--- src/rtl/bch_31_seq_encoder.sv ---
// bch_31_seq_encoder: sequential, handshaked BCH(31,21) t=2 systematic encoder.
// An LFSR divides msg(x)*x^10 by GEN_POLY, folding BITS_PER_CYCLE message bits per clock.
// The output is {msg[20:0], parity[9:0]}.
// Optional feature macro: BCH_ENC_SERIAL_OUT_EN adds the ser_bit/ser_valid serial stream
// and a DRAIN state. That option needs BITS_PER_CYCLE == 1.
module bch_31_seq_encoder #(
  parameter int         BITS_PER_CYCLE = 1,
  parameter logic [10:0] GEN_POLY      = 11'h769
) (
  input  logic        clk,
  input  logic        rst,
  input  logic [20:0] msg_i,
  input  logic        msg_valid,
  output logic        msg_ready,
  output logic [30:0] codeword_o,
  output logic        cw_valid,
  input  logic        cw_ready
`ifdef BCH_ENC_SERIAL_OUT_EN
  ,
  output logic        ser_bit,
  output logic        ser_valid
`endif
);

  localparam int unsigned BPC     = BITS_PER_CYCLE;
  localparam int          N_SHIFT = 21 / BITS_PER_CYCLE;
  localparam int          CW      = $clog2(N_SHIFT + 1);

  if (!(BITS_PER_CYCLE == 1 || BITS_PER_CYCLE == 3 ||
        BITS_PER_CYCLE == 7 || BITS_PER_CYCLE == 21)) begin : g_bad_bpc
    $error("bch_31_seq_encoder: BITS_PER_CYCLE must be one of 1, 3, 7, 21");
  end

`ifdef BCH_ENC_SERIAL_OUT_EN
  if (BITS_PER_CYCLE != 1) begin : g_bad_serial
    $error("bch_31_seq_encoder: serial output requires BITS_PER_CYCLE == 1");
  end
`endif

  typedef enum logic [1:0] {
    IDLE,
    SHIFT,
`ifdef BCH_ENC_SERIAL_OUT_EN
    DRAIN,
`endif
    DONE
  } state_t;

  state_t          state, next_state;
  logic [20:0]     msg_r;
  logic [20:0]     msg_sh;
  logic [9:0]      lfsr;
  logic [9:0]      lfsr_next;
  logic [CW-1:0]   count;
  logic            shift_last;
  logic [9:0]      parity;
`ifdef BCH_ENC_SERIAL_OUT_EN
  logic [9:0]      par_r;
  logic            drain_last;
  assign drain_last = (count == CW'(9));
  // The LFSR is drained for the serial stream, so the codeword uses a parity copy taken on SHIFT exit.
  assign parity     = par_r;
`else
  assign parity     = lfsr;
`endif

  assign shift_last = (count == CW'(N_SHIFT - 1));

  // LFSR division step: fold the next BPC message bits in, MSB first.
  always_comb begin
    lfsr_next = lfsr;
    for (int unsigned j = 0; j < BPC; j++) begin
      if (lfsr_next[9] ^ msg_sh[20 - j])
        lfsr_next = {lfsr_next[8:0], 1'b0} ^ GEN_POLY[9:0];
      else
        lfsr_next = {lfsr_next[8:0], 1'b0};
    end
  end

  // State register.
  always_ff @(posedge clk) begin
    if (!rst) state <= IDLE;
    else      state <= next_state;
  end

  // Next-state decode and handshake/output generation.
  always_comb begin
    next_state = state;
    msg_ready  = 1'b0;
    cw_valid   = 1'b0;
    codeword_o = '0;
`ifdef BCH_ENC_SERIAL_OUT_EN
    ser_bit    = 1'b0;
    ser_valid  = 1'b0;
`endif
    case (state)
      IDLE: begin
        msg_ready = rst;
        if (msg_valid) next_state = SHIFT;
      end
      SHIFT: begin
`ifdef BCH_ENC_SERIAL_OUT_EN
        ser_bit   = msg_sh[20];
        ser_valid = 1'b1;
        if (shift_last) next_state = DRAIN;
`else
        if (shift_last) next_state = DONE;
`endif
      end
`ifdef BCH_ENC_SERIAL_OUT_EN
      DRAIN: begin
        ser_bit   = lfsr[9];
        ser_valid = 1'b1;
        if (drain_last) next_state = DONE;
      end
`endif
      DONE: begin
        cw_valid   = 1'b1;
        codeword_o = {msg_r, parity};
        if (cw_ready) next_state = IDLE;
      end
      default: next_state = IDLE;
    endcase
  end

  // Datapath: message capture, LFSR division and cycle counting.
  always_ff @(posedge clk) begin
    if (!rst) begin
      msg_r  <= '0;
      msg_sh <= '0;
      lfsr   <= '0;
      count  <= '0;
`ifdef BCH_ENC_SERIAL_OUT_EN
      par_r  <= '0;
`endif
    end else begin
      case (state)
        IDLE: begin
          if (msg_valid) begin
            msg_r  <= msg_i;
            msg_sh <= msg_i;
            lfsr   <= '0;
            count  <= '0;
          end
        end
        SHIFT: begin
          lfsr   <= lfsr_next;
          msg_sh <= msg_sh << BPC;
`ifdef BCH_ENC_SERIAL_OUT_EN
          // The counter is reused to time the 10-cycle parity drain.
          if (shift_last) begin
            count <= '0;
            par_r <= lfsr_next;
          end else begin
            count <= count + 1'b1;
          end
`else
          count  <= count + 1'b1;
`endif
        end
`ifdef BCH_ENC_SERIAL_OUT_EN
        DRAIN: begin
          lfsr  <= {lfsr[8:0], 1'b0};
          count <= count + 1'b1;
        end
`endif
        default: ;
      endcase
    end
  end

endmodule
--- config.mk ---
export PLATFORM = sky130hd
export DESIGN_NAME = bch_31_seq_encoder
export DESIGN_NICKNAME = d
export VERILOG_FILES = /design/src/rtl/bch_31_seq_encoder.sv
export SDC_FILE = /design/constraint.sdc
export NUM_CORES = 1
export LEC_CHECK = 0
export ABC_AREA = 1
export CAP_MARGIN = 30
export CORE_ASPECT_RATIO = 1.2
export CORE_UTILIZATION = 25
export CTS_BUF_LIST = sky130_fd_sc_hd__clkbuf_16
export DETAILED_ROUTE_END_ITERATION = 8
export GPL_ROUTABILITY_DRIVEN = 0
export MAX_ROUTING_LAYER = met4
export PLACE_DENSITY = 0.42
export SLEW_MARGIN = 15
export SYNTH_ARGS = -nofsm -noshare
export SYNTH_HDL_FRONTEND = slang
export SYNTH_SLANG_ARGS = --single-unit
--- constraint.sdc ---
create_clock -name clk -period 2.2 [get_ports clk]
set_input_delay 0.55 -clock clk [delete_from_list [all_inputs] [get_ports clk]]
set_output_delay 0.55 -clock clk [all_outputs]
set_load 0.005 [all_outputs]
# Word-level counts from Yosys, hierarchy flattened
# Cells that the tools add are included.
# totals
output_inout_bits,33
input_bits,25
wordCells,33
reg_bits,59
# classes
addsub,1
n_eq_ne,6
n_reduce_logical,5
mux,14
n_bitwise,2
# ops
cell,n
case mux 21 bit (2 select lines),1
two-way mux 31 bit,1
two-way mux 21 bit,1
two-way mux 10 bit,2
case mux 10 bit (2 select lines),1
case mux 5 bit (2 select lines),1
two-way mux 2 bit,3
"inequality test 2 bit, second input constant",3
inverter 6 bit,1
case mux 2 bit (3 select lines),1
"adder 5 x 1 -> 5 bit, second input constant",1
"== test 5 bit, second input constant",1
two-way mux 5 bit,1
AND reduction 2 bit,2
AND reduction 3 bit,1
"== test 2 x 1 -> 1 bit, second input constant",1
"== test 2 bit, second input constant",1
zero test 2 bit,1
two-way mux 1 bit,2
nonzero test 2 bit,1
bitwise XOR 1 bit,1

# Longest topological paths before layout
# logic_depth
word_depth,3
mapped_depth,7
mapped_depth_nobuf,6

# Worst setup path before layout
# OpenSTA, ideal clock, no wires.
# synth_timing
kind,input-to-output
start,in rst
end,out msg_ready
path_slack_ns,0.624
required_ns,1.650
path_buffers,2
t_arrival_ns,1.026
cell_stages,4
cell_sequence,inv_1 > buf_2 > buf_2 > nor2_1
# synth_via
elab_chain_cells,1
# synth_rtl
item,line,source
"start, declared",11,"input logic rst,"
two-way mux 1 bit,96,case (state)
"end, declared",14,"output logic msg_ready,"
# No other way between the ends.

# Final worst setup path
# layout_timing
start,reg state[0]
end,out codeword_o[25]
# layout_via
elab_chain_cells,2
# layout_rtl
item,line,source
"start, declared",49,"state_t state, next_state;"
"start signal, assigned",83,else state <= next_state;
== test 2 bit,96,
two-way mux 31 bit,96,
"end, declared",15,"output logic [30:0] codeword_o,"
# No other way between the ends.

==> results.ini <==
[power_and_ir_drop]
p_seq_frac=0.417
switching_share=0.2408
ir_worst_vdd_uv=417.6
powerDensity_nw_per_um2=778.0
leakagePower_nw=1.366
clkPwrFrac=0.491
internal_power_mw=2.106
switchingPower_mw=0.6680
p_comb_frac=0.092

[grt]
met1_usage=0.1602
grt_use_met3=0.02554
grt_max_degree=56
grt_overflow=0
grt_usage=0.1308
busiest_layer=met2
use_met2=0.2082
grt_pass1_wl_um=10580
antenna_found_initial=0
grt_pass1_vias=2211

[sta]
slew_headroom=0.5948
report.final.slew_viol_count=0
fmax_mhz=471.4
hold_violations=0
setup_viol_count_final=0
worst_pin_slew_ns=0.6079
period_needed_ns=2.121
finClkSkew_ns=0.006639
finalCritPeriodShare=0.9642
worst_slack_ns=0.07880

[route]
wl_um=6278
ant_nets=0
wl_per_cell_um=11.44
drtIter0Drc=91
routed_via_density=4.281
via_count=2350
firstDrtPassIters=4
drc=0

[logic_synthesis]
synth_seq_cells=59
synth-warning-count=0
synth_top_area_frac=0.4598
synth_area_leader_cell=dfxtp_1
ys_types=21
synth_area_leaders=dfxtp_1, nand2_1, a21oi_1
syn-num-nets=385
synth_area_um2=2569
syn_inst=358
syn_avg_cell_area_um2=7.175
yosysSeqAreaShare=0.4598

[cells_and_area]
antenna_cells=0
final_common_cell=nand2_1
final_cell_mix=nand2_1, dfxtp_1, clkdlybuf4s50_1, nor2_1, inv_1
layout-drive-gt1-share=0.09693
fillers=1115
syn_to_final_growth_pct=38.82
nNetsFinal=445
final_cell_area_um2=3566
finalCoreUtilization=0.3563

[floorplanning]
die_area_um2=10690
rows=40
ios=58
floorplan.initialDensity=0.2566
die_h_um=113.0
coreArea_um2=10010
die_w_um=94.54

[critical_path]
worstSetupEndpointType=output pin
reg2regPathDepth=6
cp.required_ns=1.65
worstReg2RegStart=state[0]
rr_endpoint=msg_sh[3]
r2r_setup_slack_ns=0.71
cp.arrival_ns=1.57
crit_type=register to output pin
critPathLaunchType=register
cp_max_fo=15

[placement]
dpl_cell_area_um2=3232
hpwl_um=4185
dp_slack_ns=-0.04201
place.port_buffers=57

[clock_tree]
cts_sinks=59
cts_made_buffers=9
cts_root_buf=clkbuf_16
cts.clk_slew.worst_paths_ns=0.05
cts_htree_levels=3
insertion_delay_ns=0.32
cts_tree=done
cts_buffer_depth=2

[hold_path]
worstHoldEndpoint=msg_r[2]
hold_path_class=register to register
holdCritStartpoint=msg_r[2]
holdPathStages=2

[run]
drv_cap=0

[run_status]
status=finished, final reports clean

power by group through the flow:
stage | logic (mW) | registers, mW | clock network [mW]
after floorplan | 0.177 | 1.17 | 0
after global placement | 0.260 | 1.18 | 0
after detailed placement | 0.259 | 1.18 | 0
after CTS | 0.259 | 1.16 | 1.41
after global routing | 0.292 | 1.16 | 1.45
final | 0.255 | 1.16 | 1.36
state kept, by name, indices dropped and copies added (netlist names):
register and flops:
msg_r 21, lfsr 10, count 5, state 2
msg_sh 21
area by class of cell:
cell class,instances,area [um2],share of cell area
Sequential cell,59,1182,0.3316
Clock buffer,9,225.2,0.06316
Clock inverter,7,67.56,0.01895
Multi-Input combinational cell,238,1080,0.3028
Tap cell,126,157.7,0.04421
Inverter,42,157.7,0.04421
Timing Repair Buffer,68,695.7,0.1951
layer usage:
metal,vias to the layer above,share of wire
met5,-,0
met4,0,0.014
met3,7,0.045
met2,48,0.47
met1,1050,0.47
li1,1245,-
logic make-up (layout without fill, tap and decap cells):
group | count (synthesis) | in the layout | share of synthesized area
simple gates | 172 | 172 | 0.2679
compound gates | 64 | 64 | 0.1417
buf+inv | 61 | 126 | 0.1208
flops | 59 | 59 | 0.4598
fa+ha+maj | 2 | 2 | 0.009740
how the worst max path moves through the flow:
stage / to / startpoint / cells after the start / slack, ns
5_1_grt: codeword_o[23] / state[0] / 5 / -0.005
6_report: codeword_o[25] / state[0] / 5 / 0.08
3_5_place_dp: msg_ready / rst / 4 / -0.04
3_3_place_gp: msg_ready / rst / 4 / -0.02
4_1_cts: codeword_o[22] / state[0] / 5 / -0.01
2_1_floorplan: msg_ready / rst / 4 / 0.62
metrics by stage:
step                setup TNS [ns]  power, mW  std cells  hold WS [ns]
finish                           0      2.774        549        0.4576
global route             -0.008804      2.910        549        0.4755
CTS                       -0.05074      2.822        548        0.4613
detailed placement        -0.04201      1.438        532        0.4528
floorplan                        0      1.349        358        0.4391
global placement          -0.01804      1.438        532        0.4508
cell usage after synthesis, drive strengths merged:
library cell / number
a31oi: 21
ha: 2
o21a: 1
o21ai: 6
dfxtp: 59
clkbuf: 3
nand3b: 1
nand2: 118
nor2: 42
a21oi: 36
buf: 16
inv: 42
nand3: 11
critical path, stage by stage, from the launching register on:
cell	delay, ns
dfxtp_1	0.33
inv_2	0.08
nand2_2	0.07
buf_6	0.16
nor2_1	0.09
clkdlybuf4s50_1	0.51
what timing repair did:
| item | 4_1_cts | 5_1_grt |
|---|---|---|
| hold buffers | 0 | 0 |
| setup buffers | 0 | 1 |
| setup endpoints to repair | 32 | 32 |
| resized for setup | 2 | 11 |
(Power assumes the default switching activity.)
==> patch 1: new RTL, same flow settings <==
The 3 states of `state_t` get a one-hot encoding in 3 bits.
--- a/src/rtl/bch_31_seq_encoder.sv
+++ b/src/rtl/bch_31_seq_encoder.sv
@@ -37,13 +37,13 @@
   end
 `endif
 
-  typedef enum logic [1:0] {
-    IDLE,
-    SHIFT,
+  typedef enum logic [2:0] {
+    IDLE  = 3'b001,
+    SHIFT = 3'b010,
 `ifdef BCH_ENC_SERIAL_OUT_EN
     DRAIN,
 `endif
-    DONE
+    DONE  = 3'b100
   } state_t;
 
   state_t          state, next_state;
Function: same outputs for any inputs over 10 cycles, from zero or initial values and one cycle with rst low; not proved beyond that.
==> patch 1 against the unedited design <==
- count of clock-buffer cells in the layout unchanged
- die area increased by 9.9%
- wire length increased by 20%
- first-iteration DRC count decreased by 9.9%
- sequential cell count increased by 1
- core utilization decreased by 0.58 points
- critical endpoint is now cw_valid
- final cell count increased by 15%
- setup slack improved by 0.057 ns
- critical path depth decreased by 1
- cell area increased by 8.5%
- area after synthesis increased by 10%
- worst hold slack improved by 0.0017 ns
Power is not compared: it rests on default switching activity, and its combinational part moved more than twofold at a synthesized area within 25%.
==> patch 1: results (changes against the unedited design) <==
result of the run: completed
placed wire-length estimate: 5089 µm (+22%)
dominant delay contributor by cell family on the critical path: buffers and inverters
top post-synthesis cells by count: nand2_1, nor2_1, dfxtp_1, nand3_1, inv_1
first-pass GRT wire length: 12,650 µm (+20%)
worst slew pin tran: 0.4964 ns (-0.1115 ns)
vias in the first global route: 2,664 (+20%)
length of routed met3 wiring: 224 µm (-21%)
cells taking the most area after synthesis: dfxtp_1, nand2_1, nand3_1
number of distinct standard cells referenced by the synthesized netlist: 20 (-4.8%)
largest net degree at the start of global routing: 45 (-20%)
cell depth of the worst flop-to-flop path: 5 (-1)
maximum fanout count along the critical path: 3 (-12)
longest individual stage delay on the worst path: 0.48 ns (-0.03 ns)
worst setup slack after placement: -0.1164 ns (-0.07438 ns)
global routing usage on met2: 0.2181 (+0.009882)
met1 global-route usage: 0.1847 (+0.02457)
Seq/Total Area, Yosys: 0.4246 (-0.03522)
fraction of the mapped netlist area in compound gates: 0.07165 (-0.07009)
Critical path destination: cw_valid
Post-Synth Adder-Cell Area: 0.008846 (-0.0008962)
launch instance of the worst min-delay path: msg_r[8]
initial drt markers: 82 (-9.9%)
met1 routed wirelength after detailed routing: 3759 µm (+27%)
Nets: 523 (+18%)
number of setup buffers added after CTS: 2 (+2)
GR Layer Usage met3: 0.03430 (+0.008762)
setup slack, reg-to-reg: 0.51 ns (-0.20 ns)
Yosys reg bits: 60 (+1.7%)
worst setup path startpoint: state[2]
Worst Path Arrival: 1.51 ns (-0.06 ns)
share of final layout cell area taken by clock buffers and inverters: 0.07959 (-0.002519)
wire length on met2: 3474 µm (+18%)
layout inverter count without the clock tree: 54 (+29%)
overall power consumption: 3.264 mW
nonclk buf count: 73 (+7.4%)
Worst R2R End: lfsr[3]
total global routing track utilization: 0.1433 (+0.01255)
f_max: 0.4844 GHz (+2.8%)
Filler Cell Count: 1,235 (+11%)
footprint of the flip-flops and latches: 0.001204 mm² (+1.8%)
cell count of the worst hold path: 2 (unchanged)
routed wire length: 7550 µm (+20%)
Reg-to-Reg Start: state[0]
Synth Net Count: 465 (+21%)
via/cell ratio: 4.390 (+2.6%)
sequential power share: 0.380
multi-input gates: 298 (+25%)
share of cell area taken by multi-input logic gates: 0.3394 (+0.03656)
worst clock skew: 0.005967 ns (-0.0006713 ns)
patch 1: cell count changes after synthesis, sizes merged, moves of 2 or more:
cell | unedited run | this run
a21oi | 36 | 38
a31oi | 21 | 0
buf | 16 | 19
clkbuf | 3 | 7
inv | 42 | 54
nand2 | 118 | 125
nand3 | 11 | 56
nand4 | 0 | 10
nor2 | 42 | 62
o21ai | 6 | 1
patch 1: metrics by stage:
step | util | std cells | area [µm²] | TNS, ns
after global placement | 0.3249 | 617 | 3586 | -0.1101
after floorplan | - | 438 | 2829 | 0
final | 0.3505 | 633 | 3867 | 0
after detailed placement | 0.3249 | 617 | 3586 | -0.1164
after global routing | 0.3505 | 633 | 3867 | 0
after CTS | 0.3517 | 635 | 3881 | -0.01889
patch 1: logic make-up (layout without fill, tap and decap cells):
logic type / after synthesis / count (layout)
buffers and inverters: 80 / 143
AND/OR/NAND/NOR: 256 / 256
AO/OA/AOI/OAI: 40 / 40
adder cells (fa/ha/maj): 2 / 2
flip-flops: 60 / 60
==> patch 2: new RTL, same settings <==
Without the edit above. Build with the macro `BCH_ENC_SERIAL_OUT_EN` defined.
--- a/src/rtl/bch_31_seq_encoder.sv
+++ b/src/rtl/bch_31_seq_encoder.sv
@@ -3,6 +3,8 @@
 // The output is {msg[20:0], parity[9:0]}.
 // Optional feature macro: BCH_ENC_SERIAL_OUT_EN adds the ser_bit/ser_valid serial stream
 // and a DRAIN state. That option needs BITS_PER_CYCLE == 1.
+`define BCH_ENC_SERIAL_OUT_EN
+
 module bch_31_seq_encoder #(
   parameter int         BITS_PER_CYCLE = 1,
   parameter logic [10:0] GEN_POLY      = 11'h769
Behaviour (old outputs only; new: ser_bit and ser_valid): no difference found for any inputs over 10 cycles, from zero or initial values and one cycle with rst low; that may be too few to reach the edited logic, so the function may still have changed.
==> patch 2 against the unedited design <==
- area after synthesis grew 26%
- total power increased by 79%
- wire length increased by 37%
- non-clock buffer count increased by 6
- clock skew about the same
- setup slack worse by 0.010 ns
- sequential cell count rose by 10
- count of clock-buffer cells in the layout unchanged
- cell area rose by 22%
- largest cell class is now multi-input gates
==> patch 2: results (changes against the unedited design) <==
buffer type at the clock tree root: clkbuf_16
final hold slack: 0.4590 ns (+0.001305 ns)
peak supply drop: 435.1 µV (+4.2%)
H-tree depth: 3 (unchanged)
number of vias after detailed routing: 3,060 (+30%)
top post-synthesis cells by count: nand2_1, dfxtp_1, inv_1, nor2_1, o21ai_0
wire length on met2: 4220 µm (+43%)
share of synthesized registers carrying an async set or reset: 0 (unchanged)
initial antenna violation count: 0 (unchanged)
result of the run: completed
Regs by FF count: msg_r: 21 flops, msg_sh: 21 flops
setup TNS: 0 ns (unchanged)
switching share of total power: 0.3463 (+0.1055)
Reg-to-Reg Start: state[1]
Worst Hold Path EP: msg_sh[0]
number of distinct standard cells referenced by the synthesized netlist: 24 (+14%)
length of routed met3 wiring: 294 µm (+3.9%)
Synth Net Count: 504 (+31%)
initial drt markers: 127 (+40%)
maximum number of buffers from clock root to sink: 2 (unchanged)
cell depth of the worst flop-to-flop path: 8 (+2)
port buffer count: 59 (+3.5%)
tightest slew margin relative to the limit: 0.6624 (+0.06764)
placed wire-length estimate: 5721 µm (+37%)
Worst Path Arrival: 1.58 ns
Seq/Total Area, Yosys: 0.4251 (-0.03471)
Filler Cell Count: 1,409 (+26%)
DRT Pass-1 Iters: 4 (unchanged)
Ys Warns: 0 (unchanged)
insertion delay to the later sink of the worst-skew pair: 0.33 ns
Avg WL per Cell: 12.31 µm (+7.7%)
first-pass GRT wire length: 14,010 µm (+32%)
met1 routed wirelength after detailed routing: 4006 µm (+35%)
cell count of the worst hold path: 2 (unchanged)
maximum fanout count along the critical path: 16 (+1)
number of setup buffers added after CTS: 0 (unchanged)
Worst R2R End: msg_sh[2]
worst clock skew: 0.006239 ns (-0.0003995 ns)
vias in the first global route: 2,839 (+28%)
static leakage: 2.121 nW (+55%)
total global routing track utilization: 0.1389 (+0.008129)
share of cells above drive strength 1: 0.08582 (-0.01111)
cells taking the most area after synthesis: dfxtp_1, nand2_1, o21ai_0
Nets: 563 (+27%)
path category of the worst min-delay check: reg2reg
launch instance of the worst min-delay path: msg_sh[0]
setup slack, reg-to-reg: 0.33 ns (-0.38 ns)
-- patch 2: changes by cell type after synthesis, sizes merged, moves of 2 or more --
cell / delta
ha: +5
o21ai: +48
a31oi: +3
xor2: +2
nand2: +7
dfxtp: +10
clkbuf: +9
a21oi: -16
nor2: +17
nand4: +3
nand3: +8
inv: +20
buf: -2
-- patch 2: power groups by stage --
stage / sequential, mW / clock, mW / combinational, mW
2_1_floorplan: 1.72 / 0 / 1.14
3_3_place_gp: 1.76 / 0 / 1.56
3_5_place_dp: 1.76 / 0 / 1.56
4_1_cts: 1.75 / 1.71 / 1.57
5_1_grt: 1.80 / 1.75 / 1.77
6_report: 1.76 / 1.66 / 1.54
-- patch 2: routing by layer --
metal  up-vias  track usage
met4         0      0.05147
met1      1385       0.1621
met5         -            -
met3         7      0.03392
li1       1611            -
met2        57       0.2303
-- patch 2: final cells by class --
cell class	instances	area [µm²]	area share
Multi-Input combinational cell	315	1489	0.3416
Clock buffer	9	225.2	0.05166
Sequential cell	69	1386	0.3180
Clock inverter	7	112.6	0.02583
Timing Repair Buffer	74	705.7	0.1619
Inverter	62	235.2	0.05396
Tap cell	164	205.2	0.04707
-- patch 2: metrics by stage --
| step | cell area (µm²) | setup slack, ns | cells |
|---|---|---|---|
| final | 4359 | 0.06836 | 700 |
| after global routing | 4359 | 0.008237 | 700 |
| after detailed placement | 4016 | -0.1268 | 683 |
| after floorplan | 3249 | 0.4973 | 472 |
| after global placement | 4016 | -0.1328 | 683 |
| after CTS | 4357 | 0.01063 | 700 |
-- patch 2: cells by family (layout without fill, tap and decap cells) --
logic type | count (synthesis) | after routing | synth area share
AOI/OAI and AO/OA | 99 | 99 | 0.1652
xor gates and xnor gates | 2 | 2 | 0.005392
adders and majority gates | 7 | 7 | 0.02695
buffers and inverters | 88 | 152 | 0.1213
DFF | 69 | 69 | 0.4251
and+or+nand+nor | 207 | 207 | 0.2561
-- patch 2: worst max-delay path, stage by stage, from the launching register on --
cell	delay [ns]
dfxtp_2	0.37
ha_4	0.20
buf_16	0.17
clkdlybuf4s50_1	0.51
-- patch 2: how the worst max path moves through the flow --
stage                        start   endpoint  cells after the start
final                     state[1]   cw_valid                      3
after global routing      state[1]   cw_valid                      3
after CTS                 state[0]  msg_ready                      5
after detailed placement       rst  msg_ready                      4
after global placement         rst  msg_ready                      4
after floorplan           state[1]    ser_bit                      6
-- patch 2: timing repair --
action,CTS,global route
hold buffers,0,0
setup endpoints to repair,35,1
cloned,1,0
gates resized for setup,40,3
endpoints found under the hold margin,0,0
